## src/rtl/perceptron_pkg.sv

```systemverilog
// rtl/perceptron_pkg.sv - shared types and defaults for the perceptron feeder
package perceptron_pkg;

  localparam int          DW_DEFAULT         = 16;
  localparam logic [15:0] BIAS_VALUE_DEFAULT = 16'h0100;

  typedef enum logic [1:0] {
    IDLE = 2'd0,
    SEND = 2'd1,
    FIN  = 2'd2
  } feeder_state_t;

endpackage

```

## src/rtl/perceptron_feeder_if.sv

```systemverilog
// rtl/perceptron_feeder_if.sv - host write/control and sample stream signals of the feeder
interface perceptron_feeder_if #(
  parameter int DW = 16,
  parameter int AW = 4
);
  logic          wr_en;
  logic [AW-1:0] wr_addr;
  logic [DW-1:0] wr_data;
  logic          start;
  logic [AW:0]   len;
  logic          busy;
  logic          done;
  logic [DW-1:0] data_o;
  logic          last_o;
  logic          val_o;
  logic          rdy_i;

  // master: the feeder itself, sourcing the sample stream
  modport master (
    input  wr_en, wr_addr, wr_data, start, len, rdy_i,
    output busy, done, data_o, last_o, val_o
  );

  // slave: host plus downstream consumer
  modport slave (
    output wr_en, wr_addr, wr_data, start, len, rdy_i,
    input  busy, done, data_o, last_o, val_o
  );
endinterface

```

## src/rtl/perceptron_feeder_buf.sv

```systemverilog
// rtl/perceptron_feeder_buf.sv - sample register file, synchronous write, asynchronous read
module perceptron_feeder_buf #(
  parameter int DW    = 16,
  parameter int DEPTH = 16,
  parameter int AW    = $clog2(DEPTH)
) (
  input  logic          clk,
  input  logic          we,
  input  logic [AW-1:0] waddr,
  input  logic [DW-1:0] wdata,
  input  logic [AW-1:0] raddr,
  output logic [DW-1:0] rdata
);

  logic [DW-1:0] mem [DEPTH];

  // host write port; contents deliberately have no reset
  always_ff @(posedge clk) begin
    if (we) begin
      mem[waddr] <= wdata;
    end
  end

  assign rdata = mem[raddr];

endmodule

```

## src/rtl/perceptron_feeder.sv

```systemverilog
// rtl/perceptron_feeder.sv - frame source streaming the sample buffer; PERCEPTRON_FEEDER_BIAS_EN prepends a bias sample
module perceptron_feeder
  import perceptron_pkg::*;
#(
  parameter int          DW         = DW_DEFAULT,
  parameter int          DEPTH      = 16,
  parameter int          AW         = $clog2(DEPTH),
  parameter logic [DW-1:0] BIAS_VALUE = DW'(BIAS_VALUE_DEFAULT)
) (
  input  logic                clk,
  input  logic                reset,
  perceptron_feeder_if.master bus
);

`ifdef PERCEPTRON_FEEDER_BIAS_EN
  localparam bit BIAS_EN = 1'b1;
`else
  localparam bit BIAS_EN = 1'b0;
`endif

  localparam logic [AW:0] DEPTH_L = (AW+1)'(DEPTH);
  localparam logic [AW:0] ONE_L   = (AW+1)'(1);
  localparam logic [AW:0] TWO_L   = (AW+1)'(2);

  feeder_state_t state;
  logic [AW-1:0] ptr;
  logic [AW-1:0] rd_addr;
  logic [AW:0]   cnt;
  logic [AW:0]   len_c;
  logic          bias_q;
  logic [DW-1:0] rd_data;
  logic          hs;
  logic          buf_we;

  assign len_c  = (bus.len > DEPTH_L) ? DEPTH_L : bus.len;
  assign hs     = bus.val_o && bus.rdy_i;
  assign buf_we = bus.wr_en && (state == IDLE);

  // Prefetch address: entry 0 when starting or leaving the bias sample,
  // otherwise the entry after the one currently presented.
  assign rd_addr = (state == SEND && !bias_q) ? ptr + AW'(1) : '0;

  perceptron_feeder_buf #(
    .DW    (DW),
    .DEPTH (DEPTH),
    .AW    (AW)
  ) u_buf (
    .clk   (clk),
    .we    (buf_we),
    .waddr (bus.wr_addr),
    .wdata (bus.wr_data),
    .raddr (rd_addr),
    .rdata (rd_data)
  );

  // Frame FSM with registered stream and status outputs
  always_ff @(posedge clk or posedge reset) begin
    if (reset) begin
      state      <= IDLE;
      ptr        <= '0;
      cnt        <= '0;
      bias_q     <= 1'b0;
      bus.val_o  <= 1'b0;
      bus.last_o <= 1'b0;
      bus.data_o <= '0;
      bus.busy   <= 1'b0;
      bus.done   <= 1'b0;
    end else begin
      case (state)
        IDLE: begin
          if (bus.start) begin
            ptr      <= '0;
            bus.busy <= 1'b1;
            if (BIAS_EN) begin
              cnt        <= len_c + ONE_L;
              bias_q     <= 1'b1;
              state      <= SEND;
              bus.val_o  <= 1'b1;
              bus.data_o <= BIAS_VALUE;
              bus.last_o <= (len_c == '0);
            end else if (len_c == '0) begin
              cnt      <= '0;
              state    <= FIN;
              bus.done <= 1'b1;
            end else begin
              cnt        <= len_c;
              state      <= SEND;
              bus.val_o  <= 1'b1;
              bus.data_o <= rd_data;
              bus.last_o <= (len_c == ONE_L);
            end
          end
        end
        SEND: begin
          if (hs) begin
            ptr    <= bias_q ? ptr : ptr + AW'(1);
            bias_q <= 1'b0;
            cnt    <= cnt - ONE_L;
            if (cnt == ONE_L) begin
              state      <= FIN;
              bus.val_o  <= 1'b0;
              bus.last_o <= 1'b0;
              bus.done   <= 1'b1;
            end else begin
              bus.data_o <= rd_data;
              bus.last_o <= (cnt == TWO_L);
            end
          end
        end
        FIN: begin
          bus.done <= 1'b0;
          bus.busy <= 1'b0;
          state    <= IDLE;
        end
        default: begin
          state <= IDLE;
        end
      endcase
    end
  end

endmodule

```

## src/flat_wrapper.sv

```systemverilog
// flat-port wrapper written by rule: the top's interface ports become plain ports
module perceptron_feeder_flat import perceptron_pkg::*;
#(
  parameter int          DW         = DW_DEFAULT,
  parameter int          DEPTH      = 16,
  parameter int          AW         = $clog2(DEPTH),
  parameter logic [DW-1:0] BIAS_VALUE = DW'(BIAS_VALUE_DEFAULT)
)
  (clk, reset, bus_wr_en, bus_wr_addr, bus_wr_data, bus_start, bus_len, bus_rdy_i, bus_busy, bus_done, bus_data_o, bus_last_o, bus_val_o);
  perceptron_feeder_if #(.DW(DW), .AW(AW)) bus_i ();
  input  logic clk;
  input  logic reset;
  input wire logic [$bits(bus_i.wr_en)-1:0] bus_wr_en;
  input wire logic [$bits(bus_i.wr_addr)-1:0] bus_wr_addr;
  input wire logic [$bits(bus_i.wr_data)-1:0] bus_wr_data;
  input wire logic [$bits(bus_i.start)-1:0] bus_start;
  input wire logic [$bits(bus_i.len)-1:0] bus_len;
  input wire logic [$bits(bus_i.rdy_i)-1:0] bus_rdy_i;
  output wire logic [$bits(bus_i.busy)-1:0] bus_busy;
  output wire logic [$bits(bus_i.done)-1:0] bus_done;
  output wire logic [$bits(bus_i.data_o)-1:0] bus_data_o;
  output wire logic [$bits(bus_i.last_o)-1:0] bus_last_o;
  output wire logic [$bits(bus_i.val_o)-1:0] bus_val_o;
  assign bus_i.wr_en = bus_wr_en;
  assign bus_i.wr_addr = bus_wr_addr;
  assign bus_i.wr_data = bus_wr_data;
  assign bus_i.start = bus_start;
  assign bus_i.len = bus_len;
  assign bus_i.rdy_i = bus_rdy_i;
  assign bus_busy = bus_i.busy;
  assign bus_done = bus_i.done;
  assign bus_data_o = bus_i.data_o;
  assign bus_last_o = bus_i.last_o;
  assign bus_val_o = bus_i.val_o;
  perceptron_feeder #(.DW(DW), .DEPTH(DEPTH), .AW(AW), .BIAS_VALUE(BIAS_VALUE)) u_core (.clk(clk), .reset(reset), .bus(bus_i));
endmodule
```

## config.mk

```make
export PLATFORM = sky130hd
export DESIGN_NAME = perceptron_feeder_flat
export DESIGN_NICKNAME = d
export VERILOG_FILES = /design/src/rtl/perceptron_pkg.sv /design/src/rtl/perceptron_feeder_if.sv /design/src/rtl/perceptron_feeder_buf.sv /design/src/rtl/perceptron_feeder.sv /design/src/flat_wrapper.sv
export SDC_FILE = /design/constraint.sdc
export NUM_CORES = 1
export LEC_CHECK = 0
export CAP_MARGIN = 0
export CELL_PAD_IN_SITES_DETAIL_PLACEMENT = 1
export CELL_PAD_IN_SITES_GLOBAL_PLACEMENT = 1
export CORE_UTILIZATION = 45
export DETAILED_ROUTE_END_ITERATION = 10
export PLACE_DENSITY = 0.76
export SETUP_SLACK_MARGIN = 0.5
export SYNTH_ARGS = -nofsm -noshare
export SYNTH_HDL_FRONTEND = slang
export SYNTH_HIERARCHICAL = 1
export SYNTH_SLANG_ARGS = --single-unit
```

## constraint.sdc

```tcl
create_clock -name clk -period 8.5 [get_ports clk]
set_input_delay 2.125 -clock clk [delete_from_list [all_inputs] [get_ports clk]]
set_output_delay 2.125 -clock clk [all_outputs]
set_load 0.005 [all_outputs]
```

## Yosys cells after proc, flatten, opt, wreduce, memory -nomap -nowiden

Memory sizes are Yosys's and may differ from the RTL's.
Index checks and enable logic that the tools add are counted.

| storage, ports and cells | value |
|---|---|
| register bits after elaboration | 31 |
| latch bits | 0 |
| memory bits (writable) | 256 |
| ROM bits | 0 |
| bits of input ports | 30 |
| logic and storage cells | 75 |
| memories kept | 1 |

| operators by class | value |
|---|---|
| add/subtract/negate cells | 2 |
| $mul | 0 |
| divide/modulo/power cells | 0 |
| order comparisons | 1 |
| equal/unequal tests | 11 |
| shift operators | 0 |
| mux-type cells | 38 |
| bitwise logic cells | 0 |
| reductions and logical operators | 14 |

Memories:

| memory | depth | width | read ports | clocked after Yosys merged registers in | wr ports | line | text |
|---|---|---|---|---|---|---|---|
| u_core.u_buf.mem | 16 | 16 | 1 | 0 | 1 | perceptron_feeder_buf.sv:15 | `logic [DW-1:0] mem [DEPTH];` |

Operators by type and width:

| operator | count |
|---|---|
| two-way mux 16 bit | 4 |
| one-hot mux 16 bit (2 select lines) | 1 |
| two-way mux 5 bit | 4 |
| two-way mux 1 bit | 15 |
| AND reduction 5 bit | 3 |
| two-way mux 4 bit | 3 |
| equality test 5 x 1 -> 1 bit (second input constant) | 2 |
| != test 2 bit (second input constant) | 5 |
| one-hot mux 5 bit (2 select lines) | 1 |
| two-way mux 2 bit | 4 |
| one-hot mux 4 bit (2 select lines) | 1 |
| one-hot mux 1 bit (2 select lines) | 3 |
| AND reduction 3 bit | 2 |
| equality test 5 x 2 -> 1 bit (second input constant) | 1 |
| greater-than comparator 5 bit (second input constant) | 1 |
| zero test 5 bit | 1 |
| subtractor 5 x 1 -> 5 bit (second input constant) | 1 |
| adder 4 x 1 -> 4 bit (second input constant) | 1 |
| one-hot mux 2 bit (2 select lines) | 1 |
| AND reduction 4 bit | 1 |
| nonzero test 2 bit | 2 |
| one-hot mux 1 bit (3 select lines) | 1 |
| nonzero test 3 bit | 1 |
| equality test 2 x 1 -> 1 bit (second input constant) | 1 |
| other kinds (5) | 6 |

## Depth between registers and ports, before layout

Gate-level depths: netlist of the first run.

| logic depth | value |
|---|---|
| word-level depth | 6 |
| gate-level depth with buffers | 10 |

## Hierarchy

The synthesis of the first run kept the hierarchy.

By module, submodules not included:

| module | instances | cells each | area an instance (sq um) |
|---|---|---|---|
| perceptron_feeder_buf | 1 | 416 | 9721.8 |
| perceptron_feeder | 1 | 131 | 1582.8 |

## Worst setup path before layout of the first run

No wires, ideal clock.

| timing path | value |
|---|---|
| path type | in2reg |
| start point | input bus_wr_en |
| end point | memory u_core.u_buf.mem[0][0] (enable) |
| library setup time | 0.409 ns |
| arrival | 4.084 ns |
| setup slack | 4.007 ns |
| stages | 3 |
| path buffers | 0 |
| path through | nor3b_1 -> or3b_2 -> nor3_1 |

| on the way | value |
|---|---|
| longest elaborated chain between the ends | 3 |

Ends and longest elaborated chain:

| item | line | text |
|---|---|---|
| start, declared | flat_wrapper.sv:13 | `input wire logic [$bits(bus_i.wr_en)-1:0] bus_wr_en;` |
| logical AND 1 bit | perceptron_feeder.sv:37 | `assign buf_we = bus.wr_en && (state == IDLE);` |
| two-way mux 1 bit | perceptron_feeder_buf.sv:19 | `if (we) begin` |
| two-way mux 1 bit (implied by the code) | perceptron_feeder_buf.sv:20 | `mem[waddr] <= wdata;` |
| end, declared | perceptron_feeder_buf.sv:15 |  |

Every way passes these cells.

## Worst setup path in the final report of the first run

| timing path | value |
|---|---|
| start point | input bus_wr_en |
| end point | memory u_core.u_buf.mem[1][15] (enable) |

| on the way | value |
|---|---|
| longest elaborated chain between the ends | 3 |

Ends and longest elaborated chain:

| item | line | text |
|---|---|---|
| logical AND 1 bit | perceptron_feeder.sv:37 |  |
| via u_core.buf_we | perceptron_feeder.sv:33 | `logic buf_we;` |
| two-way mux 1 bit | perceptron_feeder_buf.sv:19 |  |
| two-way mux 1 bit (implied by the code) | perceptron_feeder_buf.sv:20 |  |

The timed path passes the listed nets, and every way through them passes these cells.

==> results.sh, run 1 <==
export IMPL_ys_ff_latch=287
export IMPL_final_common_cell="edfxtp_1"
export IMPL_power_leakage_nw=4.34
export IMPL_syn_area_per_cell_sq_um=20.7
export IMPL_cts_made_buffers=29
export IMPL_post_cts_buffers=0
export IMPL_htreeDepth=1
export IMPL_core_sq_um=24500
export IMPL_finalSetupViolCount=0
export IMPL_max_slew_margin_rel=0.258
export IMPL_slew_viol_final=0
export IMPL_hold_violations=0
export IMPL_wl_per_cell_microns=26.3
export IMPL_ioPinCount=50
export IMPL_via_count=5623
export IMPL_max_stage_delay_ns=0.87
export IMPL_fin_crit_sh=0.529
export IMPL_cp_num_buf_inv=1
export IMPL_yosys_cell_types_count=45
export IMPL_cts_root_buf="clkbuf_16"
export IMPL_routed_via_density=5.80
export IMPL_drive_above_1_share=0.236
export IMPL_syn_area_sq_um=11300
export IMPL_io_buffers=49
export IMPL_drt_iter0_drc=490
export IMPL_end_kind="flip-flop"
export IMPL_drt_drc_violations_left=0
export IMPL_firstDrtPassIters=4
export IMPL_p_seq_frac=0.382
export IMPL_yosys_warnings=6
export IMPL_overflow=0
export IMPL_peakVddDrop_mv=0.459
export IMPL_fp_row_count=57
export IMPL_status="completed"
export IMPL_die_h_microns=160
export IMPL_power_internal_w=0.00312
export IMPL_ant_nets=0
export IMPL_power_total_w=0.00442
export IMPL_power_switching_w=0.00130
export IMPL_hold_class="flip-flop to flip-flop"
export IMPL_grt_max_degree=66
export IMPL_die_area_sq_um=25800
export IMPL_grt_pass1_wl_mm=38.2
export IMPL_grt_pass1_vias=6064
export IMPL_grt_antenna_before_repair=0
export IMPL_num_antenna_cells=0
export IMPL_wirelength_mm=25.5
export IMPL_switching_share=0.295
export IMPL_powerDensity_nw_per_um2=336
export IMPL_synth_async_reset_ratio=0.108
export IMPL_die_x_microns=160
export IMPL_initial_utilization=0.462
export IMPL_clkLatencyLatePin_ns=0.54
export IMPL_clkPwrFrac=0.277
export IMPL_synth_ff_type="edfxtp_1"
export IMPL_critPathMaxFanout=16
export IMPL_cp_data_required_time_ns=8.65
export IMPL_place_gp_congestion=0.762
export IMPL_max_cap_violations=0
export IMPL_crit_path_top_delay_cell="nor2_2"
export IMPL_skew_ns=0.0183
export IMPL_cts_tree="yes"
export IMPL_path_class="input pin to flip-flop"
export IMPL_comb_power_share=0.341
export IMPL_worstPathCellList="clkdlybuf4s50_1 > nor3b_1 > or3b_2 > nor2_2"
export IMPL_setup_ws_ns=4.00
export IMPL_dp_hpwl_mm=15.2
export IMPL_setup_worst_path_start_class="input pin"
export IMPL_fin_crit_ns=4.50
export IMPL_cp_top_family="simple AND/OR/NAND/NOR gates"
export IMPL_mostFrequentLayoutCells="edfxtp_1 (256), mux4_2 (54), clkdlybuf4s50_1 (49)"
export IMPL_finalSetupTns_ns=0
export IMPL_clock_path_buffers=3
export IMPL_cts_hold_buffers=0
export IMPL_max_freq_mhz=222
export IMPL_nNetsFinal=656
export IMPL_worst_pin_slew_ns=1.11
export IMPL_synth_nets=581
export IMPL_cts_sinks=287
export IMPL_path_clk_slew_ns=0.06
export IMPL_arrival_ns=4.64
export IMPL_ys_seq_area_frac=0.749
export IMPL_area_growth_pct=16.5
export IMPL_cts_resized_gates=0
export IMPL_synth_edff_count=256
export IMPL_dp_slack_ns=3.38
export IMPL_final_core_util=0.538
export IMPL_rsz0062_at_grt="false"
export IMPL_netlist_instances=547
export IMPL_track_usage=0.203
export IMPL_hold_slack_ns=0.511
final timing paths:
| path | start | to | cells after the start | slack [ns] |
|---|---|---|---|---|
| worst min register to register | u_core/bus.data_o[6] | u_core/bus.data_o[6] | 1 | 0.51 |
| worst max-delay path | bus_wr_en | u_core/u_buf/mem[1][15] | 4 | 4.00 |
| min in group asynchronous | reset | u_core/cnt[2] | 3 | 2.04 |
| max in group asynchronous | reset | u_core/bus.data_o[11] | 3 | 6.08 |
| worst max register to register | u_core/state[1] | u_core/bus.data_o[8] | 7 | 4.43 |
| worst min-delay path | u_core/bus.data_o[6] | u_core/bus.data_o[6] | 1 | 0.51 |
Yosys cell counts (2+ instances only):
master	number	share of area
nand2_1	17	0.0056
buf_4	3	0.0020
nor3b_1	3	0.0020
a211oi_1	2	0.0013
buf_6	4	0.0040
ha_1	4	0.0044
nor2b_1	2	0.0011
a21oi_1	8	0.0035
dfrtp_1	31	0.069
nor2_1	24	0.0080
inv_1	8	0.0027
edfxtp_1	256	0.68
nand3b_1	2	0.0013
nor3_1	5	0.0022
nand2_2	2	0.0011
clkbuf_1	8	0.0027
mux2_2	11	0.011
buf_1	4	0.0013
a22oi_1	32	0.021
mux2_4	10	0.013
buf_2	6	0.0027
nand2b_1	3	0.0017
nand3_1	9	0.0040
mux4_1	10	0.023
and2_1	2	0.0011
o21ai_0	9	0.0040
mux4_2	54	0.11
through the flow:
step | instance area (sq um) | instances
2_1_floorplan | 11300 | 547
3_3_place_gp | 12200 | 914
3_5_place_dp | 12200 | 914
4_1_cts | 13100 | 968
5_1_grt | 13200 | 969
6_report | 13200 | 969
cells by family after synthesis:
logic type / after synthesis / share of synthesized area
flops: 287 / 0.749
mux: 85 / 0.155
simple gates: 77 / 0.0373
compound gates: 58 / 0.0360
buf+inv: 34 / 0.0170
fa+ha+maj: 4 / 0.00443
xor+xnor: 2 / 0.00155
flip-flops by register name (all words and copies together), names as in the netlist:
signal and cells:
u_core/bus.last_o 1, u_core/state 2, u_core/bus.val_o 1, u_core/bus.done 1, u_core/cnt 5, u_core/ptr 4, u_core/u_buf/mem 256, u_core/bus.busy 1
u_core/bus.data_o 16
worst reg2reg max path, cell delays in order, from the launching register on:
cell,delay [ns]
dfrtp_1,0.52
nand2b_1,0.44
nor2_4,0.83
buf_4,0.83
mux4_2,0.67
a22oi_1,0.27
nand2_1,0.12
mux2_2,0.27
power groups by stage:
stage	clock (W)	sequential, W	combinational [W]
final	0.00122	0.00169	0.00151
after global routing	0.00129	0.00170	0.00162
after CTS	0.00125	0.00169	0.00153
after detailed placement	0	0.00172	0.00152
after global placement	0	0.00171	0.00148
after floorplan	0	0.00170	0.00112
cell type report:
type / instances / area (sq um)
Clock buffer: 46 / 830
Clock inverter: 8 / 93.8
Fill cell: 2154 / 11300
Inverter: 8 / 30.0
Multi-Input combinational cell: 226 / 2680
Sequential cell: 287 / 8460
Tap cell: 324 / 405
Timing Repair Buffer: 70 / 668
routing by layer:
layer / track usage / routed length (microns) / vias up
met1: 0.277 / 10700 / 2976
met2: 0.346 / 12900 / 206
met5: 0 / 0 / -
li1: - / - / 2407
met4: 0.0450 / 380 / 0
met3: 0.0313 / 1590 / 34
Power figures use the tool's default switching activity.
==> run 2: changes to the inputs <==
Clock period 8.5 ns to 4.14 ns, I/O delays scaled along.
==> run 2 against run 1 <==
Net effect:
- setup slack got worse by 3.1 ns
- sequential share of layout area fell by 0.25 points
- final area rose by 0.39%
- combinational power rose by 110%
- non-clock buffer count rose by 4
- via count fell by 1.2%
- final cell count did not move
- utilization rose by 0.21 points
- power rose by 110%
- clock skew fell by 0.0095 ns
- die area did not move
- critical path depth rose by 3
- critical path type is now flip-flop to flip-flop
- critical endpoint is now u_core/bus.data_o[4]
- largest cell class unchanged
==> results.sh, run 2 (same netlist as run 1, synthesis figures left out) <==
export IMPL_cts_tree="yes"
export IMPL_cp_top_family="simple AND/OR/NAND/NOR gates"
export IMPL_overflow=0
export IMPL_die_x_microns=160
export IMPL_largest_reg_flops=256
export IMPL_path_class="flip-flop to flip-flop"
export IMPL_dp_hpwl_mm=14.7
export IMPL_clock_path_buffers=3
export IMPL_p_seq_frac=0.379
export IMPL_cts_hold_buffers=0
export IMPL_setup_ws_ns=0.930
export IMPL_nNetsFinal=659
export IMPL_slew_viol_final=0
export IMPL_die_area_sq_um=25800
export IMPL_clkPwrFrac=0.274
export IMPL_max_cap_violations=0
export IMPL_fp_row_count=57
export IMPL_drive_above_1_share=0.248
export IMPL_io_buffers=49
export IMPL_max_slew_margin_rel=0.357
export IMPL_largest_register="u_core/u_buf/mem"
export IMPL_cts_made_buffers=28
export IMPL_ioPinCount=50
export IMPL_final_common_cell="edfxtp_1"
export IMPL_drt_drc_violations_left=0
export IMPL_hold_violations=0
export IMPL_max_freq_mhz=312
export IMPL_status="completed"
export IMPL_path_clk_slew_ns=0.06
export IMPL_top_regs="u_core/u_buf/mem x256, u_core/bus.data_o x16, u_core/cnt x5"
export IMPL_grt_pass1_wl_mm=37.5
export IMPL_finalSetupViolCount=0
export IMPL_dp_slack_ns=0.609
export IMPL_hold_class="flip-flop to flip-flop"
export IMPL_regArea_sq_um=8460
export IMPL_crit_path_top_delay_cell="mux4_1"
export IMPL_initial_utilization=0.462
export IMPL_fin_crit_ns=3.21
export IMPL_cts_root_buf="clkbuf_16"
export IMPL_power_internal_w=0.00647
export IMPL_r2r_start="u_core/state[1]"
export IMPL_max_stage_delay_ns=0.64
export IMPL_ant_nets=0
export IMPL_area_growth_pct=17.0
export IMPL_routed_via_density=5.73
export IMPL_wirelength_mm=24.9
export IMPL_power_switching_w=0.00266
export IMPL_skew_ns=0.00876
export IMPL_final_area_sq_um=13200
export IMPL_peakVddDrop_mv=0.565
export IMPL_n_fill_cell=2146
export IMPL_num_antenna_cells=0
export IMPL_firstDrtPassIters=4
export IMPL_comb_power_share=0.347
export IMPL_worstPathCellList="nand2b_1 > nor2_4 > buf_12 > mux4_1 > a22oi_1 > nand2_1 > mux2_4"
export IMPL_post_cts_buffers=0
export IMPL_arrival_ns=3.62
export IMPL_worst_pin_slew_ns=0.964
export IMPL_crit_start="u_core/state[1]"
export IMPL_wl_per_cell_microns=25.7
export IMPL_core_sq_um=24500
export IMPL_clkLatencyLatePin_ns=0.53
export IMPL_powerDensity_nw_per_um2=690
export IMPL_grt_pass1_vias=6058
export IMPL_hold_slack_ns=0.507
export IMPL_place_gp_congestion=0.739
export IMPL_drt_iter0_drc=445
export IMPL_dpl_cell_area_sq_um=12300
export IMPL_switching_share=0.292
export IMPL_cp_num_buf_inv=1
export IMPL_grt_antenna_before_repair=0
export IMPL_via_count=5554
export IMPL_grt_max_degree=66
export IMPL_setup_worst_path_start_class="flip-flop"
export IMPL_worstHoldStart="u_core/bus.data_o[9]"
export IMPL_cts_resized_gates=0
export IMPL_fin_crit_sh=0.775
export IMPL_cts_sinks=287
export IMPL_finalSetupTns_ns=0
export IMPL_cp_data_required_time_ns=4.56
export IMPL_htreeDepth=1
export IMPL_place_inst=919
export IMPL_die_h_microns=160
export IMPL_track_usage=0.199
export IMPL_end_kind="flip-flop"
export IMPL_power_leakage_nw=4.37
export IMPL_fin_cells=969
export IMPL_mostFrequentLayoutCells="edfxtp_1 (256), mux4_2 (54), clkdlybuf4s50_1 (49)"
export IMPL_critPathMaxFanout=20
export IMPL_rsz0062_at_grt="false"
export IMPL_multiInputGateArea_sq_um=2680
## run 2: cell types whose count changed in the layout (fill, tap and decap cells not counted), sizes merged
cell / previous run / this run
clkbuf: 46 / 32
clkinv: 4 / 13
buf: 21 / 25
bufinv: 2 / 3
clkinvlp: 1 / 2
inv: 9 / 8
## run 2: power groups by stage
stage                     sequential, W  clock, W  combinational (W)
after detailed placement        0.00352         0            0.00321
after global routing            0.00349   0.00265            0.00343
final                           0.00346   0.00250            0.00317
after CTS                       0.00346   0.00256            0.00323
after floorplan                 0.00349         0            0.00230
after global placement          0.00351         0            0.00310
## run 2: stage by stage
stage,util,power (W)
after floorplan,-,0.00579
after global placement,0.503,0.00661
after detailed placement,0.503,0.00673
after CTS,0.541,0.00925
after global routing,0.541,0.00956
final,0.541,0.00913
## run 2: final cells by class
cell class                      count  area share
Clock buffer                       32      0.0565
Clock inverter                     18      0.0127
Inverter                            8     0.00227
Multi-Input combinational cell    226       0.203
Sequential cell                   287       0.640
Tap cell                          324      0.0307
Timing Repair Buffer               74      0.0551
## run 2: routing by layer
layer | routed length (microns) | vias to the layer above | track usage
met4 | 583 | 0 | 0.0654
met5 | 0 | - | 0
met3 | 1560 | 46 | 0.0287
li1 | - | 2406 | -
met2 | 12400 | 201 | 0.335
met1 | 10300 | 2901 | 0.269
## run 2: final timing paths
check	endpoint	depth (start not counted)	slack, ns
max	u_core/bus.data_o[4]	7	0.93
min	u_core/bus.data_o[9]	1	0.51
max reg2reg	u_core/bus.data_o[4]	7	0.93
min reg2reg	u_core/bus.data_o[9]	1	0.51
max in group asynchronous	u_core/bus.data_o[8]	3	2.37
min in group asynchronous	u_core/ptr[0]	2	0.98
